==> src/rtl/datamem_arbiter.sv <==
// Two-port round-robin arbiter in front of the single-port 32-word datamem.
// Optional alignment/range check enabled by defining DATAMEM_ARB_ERR_EN.
module datamem_arbiter #(
    parameter int DATA_W    = 32,
    parameter int ADDR_W    = 32,
    parameter int MEM_WORDS = 32
) (
    input  logic              clock,
    input  logic              reset,
    input  logic [1:0]        req,
    input  logic [1:0]        we,
    input  logic [ADDR_W-1:0] addr0,
    input  logic [ADDR_W-1:0] addr1,
    input  logic [DATA_W-1:0] wdata0,
    input  logic [DATA_W-1:0] wdata1,
    output logic [1:0]        ack,
    output logic [DATA_W-1:0] rdata,
    output logic              busy,
    output logic [ADDR_W-1:0] address,
    output logic [DATA_W-1:0] writeData,
    output logic              memWrite,
    output logic              memRead,
    input  logic [DATA_W-1:0] readData,
    output logic              err
);
    // Top bit of the word index; anything above it is out of range.
    localparam int IDX_HI = $clog2(MEM_WORDS) + 1;

    typedef enum logic [1:0] {IDLE, ACCESS, DONE} state_t;

    state_t            state;
    logic              last;
    logic              sel;
    logic              err_q;
    logic              win;
    logic              win_we;
    logic              bad;
    logic [ADDR_W-1:0] win_addr;
    logic [DATA_W-1:0] win_wdata;

    // Under contention the port that did not go last wins.
    always_comb begin
        win       = (req == 2'b10) || ((req == 2'b11) && !last);
        win_we    = win ? we[1] : we[0];
        win_addr  = win ? addr1 : addr0;
        win_wdata = win ? wdata1 : wdata0;
    end

`ifdef DATAMEM_ARB_ERR_EN
    assign bad = (win_addr[1:0] != 2'b00) || (win_addr[ADDR_W-1:IDX_HI+1] != '0);
`else
    assign bad = 1'b0;
`endif

    // address/writeData double as the latched request, so datamem controls
    // come straight from flops and never from the request inputs.
    always_ff @(posedge clock or posedge reset) begin
        if (reset) begin
            state     <= IDLE;
            last      <= 1'b1;
            sel       <= 1'b0;
            err_q     <= 1'b0;
            ack       <= 2'b00;
            rdata     <= '0;
            busy      <= 1'b0;
            address   <= '0;
            writeData <= '0;
            memWrite  <= 1'b0;
            memRead   <= 1'b0;
            err       <= 1'b0;
        end else begin
            case (state)
                IDLE: begin
                    if (req != 2'b00) begin
                        sel       <= win;
                        err_q     <= bad;
                        address   <= win_addr;
                        writeData <= win_wdata;
                        memWrite  <= win_we && !bad;
                        memRead   <= !win_we && !bad;
                        busy      <= 1'b1;
                        state     <= ACCESS;
                    end
                end
                ACCESS: begin
                    if (memRead)
                        rdata <= readData;
                    memWrite  <= 1'b0;
                    memRead   <= 1'b0;
                    address   <= '0;
                    writeData <= '0;
                    ack       <= sel ? 2'b10 : 2'b01;
                    err       <= err_q;
                    state     <= DONE;
                end
                DONE: begin
                    ack   <= 2'b00;
                    err   <= 1'b0;
                    busy  <= 1'b0;
                    last  <= sel;
                    state <= IDLE;
                end
                default: state <= IDLE;
            endcase
        end
    end
endmodule

==> config.mk <==
export PLATFORM = sky130hd
export DESIGN_NAME = datamem_arbiter
export DESIGN_NICKNAME = d
export VERILOG_FILES = /design/src/rtl/datamem_arbiter.sv
export SDC_FILE = /design/constraint.sdc
export NUM_CORES = 1
export LEC_CHECK = 0
export ABC_AREA = 1
export CELL_PAD_IN_SITES_DETAIL_PLACEMENT = 0
export CELL_PAD_IN_SITES_GLOBAL_PLACEMENT = 2
export CORE_MARGIN = 3
export CORE_UTILIZATION = 31
export DETAILED_ROUTE_END_ITERATION = 6
export DONT_BUFFER_PORTS = 1
export PLACE_DENSITY_LB_ADDON = 0.1
export SYNTH_ARGS = -nofsm -noshare
export SYNTH_HDL_FRONTEND = slang
export SYNTH_SLANG_ARGS = --single-unit
==> constraint.sdc <==
create_clock -name clock -period 3.21 [get_ports clock]
set_clock_uncertainty 0.2 [all_clocks]
set_input_delay 0.4815 -clock clock [delete_from_list [all_inputs] [get_ports clock]]
set_output_delay 0.4815 -clock clock [all_outputs]
set_load 0.01 [all_outputs]
==> impl_summary.md <==
Cells and area
The layout filler cell count is approximately 1700. The multi-input combinational cells in the finished layout cover a total of ~2100 um2. The library cell used most frequently in the layout, excluding fill and tap cells, is sky130_fd_sc_hd__nand2_1. In the final design database the tool counted about 750 nets. The fraction of final layout cells sized beyond drive strength 1 is 10.7%. The sequential cell area is 2630 um2. The library cells used most frequently in the layout, excluding fill and tap cells, are sky130_fd_sc_hd__nand2_1, sky130_fd_sc_hd__dfrtp_1, sky130_fd_sc_hd__inv_1.

The final design instance area without fill is between 5000 and 6000 um2. Measured on the finished design, the core utilization comes to a little over a third. Compared with the post-synthesis result, the final layout area differs by 9.66%.

Clock network
TritonCTS built the clock tree. Buffers added to address setup during post-CTS repair amount to 0. Counting along the longest clock path gives a buffer depth of 2. The count of instances resized after the clock tree is built is 0. The source-to-sink clock delay at the later pin of the worst-skew pair is 0.35 ns. The number of buffers added by the clock tree synthesis step is 9. The clock-pin slew on the worst setup and hold paths is about 0.070 ns. The clock root buffer is sky130_fd_sc_hd__clkbuf_16. Clock tree synthesis found a total of 105 sinks. In this run the number of H-tree levels came out at 3.

Route
The routed layout has 3838 vias. After detailed routing, the number of remaining DRC violations is 0. Dividing the detail-routed via count by the number of cells gives around 4.8. The detailed-route wire length per cell is 18.3 um. The detailed router finished its first iteration with 152 violations. The remaining antenna violation count after routing is 0.

The wire length after detailed routing is 14700 um. The number of detailed-route iterations in the first pass is 4.

Place
Timing analysis after detailed placement gives a worst setup slack of between 0.8 and 0.9 ns. Summed over all nets, the half-perimeter wirelength after detailed placement is 10400 um. In this run the tool buffered the top-level ports with 0 buffer cells. The post-detailed-placement cell area is 5370 um2.

The final estimated routing congestion in global placement is a little over 0.7.

Worst setup path
Data on the critical path arrives at its endpoint at 2.41 ns. The most critical setup path has its startpoint at state[1]$_DFFE_PP0P_. The nature of the critical path startpoint is a flop.

Measured in cells, the most critical reg-to-reg path has a length of 6. The type of destination of the critical path is a flop. The termination of the worst setup path is address[10]$_DFFE_PP0P_.

By startpoint and endpoint, the worst setup path is classified as flop to flop. For flop-to-flop paths, the worst setup slack is just under 0.9 ns. In this run the critical register-to-register path is captured at address[10]$_DFFE_PP0P_. The worst reg2reg path startpoint is state[1]$_DFFE_PP0P_. At the worst endpoint, the required time is about 3.3 ns.

The biggest fanout along the worst timing path is 36.

Power and ir drop
The share of total power in combinational logic is 29.6%. The total power density per cell area is around 930 nW/um2. The largest voltage drop on the vdd net is 0.000422 V.

The sequential group share of total power is between 40% and 50%. In this run the power spent charging and discharging nets is 2120 uW. In this run, the clock network consumes 22.1% of the power.

The internal power of the cells totals approximately 3200 uW. The switching power share of the total is 40.1%. The static leakage power is 0.00294 uW.

Die
The height of the chip is 135 um. The region available for standard cell placement spans 16100 um2. The floorplan has 46 rows. The floorplan step defined a die boundary enclosing roughly 18000 um2. Once the floorplan was initialized, standard cells occupied about a third of the core.

Measured along the x axis, the die boundary spans between 100 and 150 um. approximately 270 I/O pins were placed.

GRT
Entering global routing, the biggest net connects 73 pins. Summed over all layers, the global routing overflow is 0. The overall track demand over capacity in global routing is 15.8%. The first-pass GRT wire length is 22400 um. The number of global-route vias before repair is between 3000 and 4000. The number of antenna violations at the first check in global routing is 2.

STA
Setup repair after global routing left no endpoint under its margin. The setup violation total in the final timing report is 0. The final total negative setup slack is 0 ns. The shortest period the worst path allows is 2.33 ns. The portion of the clock cycle consumed by the worst path in the final layout is 72.4%.

For the pin with the worst max-slew slack, the measured transition is approximately 0.96 ns. The number of hold-slack violations in the final timing report is 0. The number of slew-limit violations in the final report came to 0.

The headroom to the max-slew limit is between 30% and 40%. The fmax is 430 MHz. Once routing completed, OpenROAD measured the worst setup slack at between 0.8 and 0.9 ns. The worst hold slack is 0.0750 ns.

Yosys
The number of library cell types mapped by synthesis is 21. The number of synthesized register bits is 105. The mapped netlist covers 5190 um2. The sequential cell area fraction in the yosys report is 50.6%. Averaged over all synthesized cells, the footprint is 8.60 um2. The number of nets in the synthesized netlist is about 770. The yosys synthesis warning count is 0. The post-synthesis cell count is approximately 600.

Hold path
The worst hold path belongs to the class input pin to flop. Along the worst hold path, the cell count comes to 1.

Outcome
The run finished with clean final reports.

Job
The tool flagged a number of max-cap violations equal to 0.
## state kept, by name (all words and copies together) (netlist names)
| register | flops |
|---|---|
| busy | 1 |
| state | 2 |
| memWrite | 1 |
| ack | 2 |
| rdata | 32 |
| last | 1 |
| sel | 1 |
| address | 32 |
| memRead | 1 |
| writeData | 32 |
## power by group through the flow
stage	sequential, uW	clock (uW)	combinational, uW
after floorplan	2410	0	1330
after global placement	2600	0	1580
after detailed placement	2600	0	1620
after CTS	2580	1220	1620
after global routing	2620	1260	1840
final	2560	1170	1570
## through the flow
step	cells	power (uW)
2_1_floorplan	604	3750
3_3_place_gp	788	4180
3_5_place_dp	788	4220
4_1_cts	804	5420
5_1_grt	806	5720
6_report	806	5290
## worst min path at each step
stage	from	to	slack, ns
2_1_floorplan	sel$_DFFE_PP0P_	ack[0]$_DFFE_PP0P_	0.23
3_3_place_gp	sel$_DFFE_PP0P_	ack[0]$_DFFE_PP0P_	0.25
3_5_place_dp	sel$_DFFE_PP0P_	ack[0]$_DFFE_PP0P_	0.26
4_1_cts	readData[28]	rdata[28]$_DFFE_PP0P_	0.06
5_1_grt	readData[25]	rdata[25]$_DFFE_PP0P_	0.05
6_report	readData[28]	rdata[28]$_DFFE_PP0P_	0.07
## worst max-delay path, stage by stage (launching register included)
cell                      delay, ns
sky130_fd_sc_hd__dfrtp_1       0.35
sky130_fd_sc_hd__inv_1         0.08
sky130_fd_sc_hd__ha_1          0.28
sky130_fd_sc_hd__o21ai_4       0.79
sky130_fd_sc_hd__buf_4         0.37
sky130_fd_sc_hd__nand2_1       0.09
sky130_fd_sc_hd__nand2_1       0.07
## cell families (layout without fill, tap and decap cells)
family	Yosys count	count (layout)	share of synthesized area, %
and+or+nand+nor	342	342	31.2
buffers and inverters	112	96	9.33
DFF	105	105	50.6
muxes	32	32	6.94
AOI/OAI and AO/OA	8	8	0.891
adders and majority gates	4	4	0.964
other	1	3	0.0722
## cell usage after synthesis, drive strengths merged
cell type  count  share of area, %
buf           32               3.5
clkbuf         7              0.51
conb           1             0.072
dfrtp        104                50
dfstp          1              0.51
ha             4              0.96
inv           73               5.3
mux2          32               6.9
nand2        208                15
nand3         67               6.5
nand3b        64               9.3
nor2           2              0.19
nor3           1              0.19
o21ai          6              0.65
o22ai          2              0.24
## routing by layer
layer,wire (um),share of wire (%),track usage (%)
met5,0,0,0
met4,167,1.1,4.31
met3,1180,8.0,5.68
met2,7570,51,27.1
met1,5820,39,18.7
## area by class of cell
type | instances | share of cell area, %
Multi-Input combinational cell | 387 | 36.8
Clock buffer | 12 | 4.68
Inverter | 73 | 4.88
Timing Repair Buffer | 8 | 1.76
Clock inverter | 3 | 0.835
Sequential cell | 105 | 46.2
Antenna cell | 2 | 0.0879
Tap cell | 216 | 4.75
## repair_timing
| action | in CTS | in global routing |
|---|---|---|
| hold endpoints to repair | 33 | 0 |
| hold buffers | 1 | 0 |
| setup endpoints to repair | 0 | 0 |
Note: power is estimated with default switching activity, not from simulation.
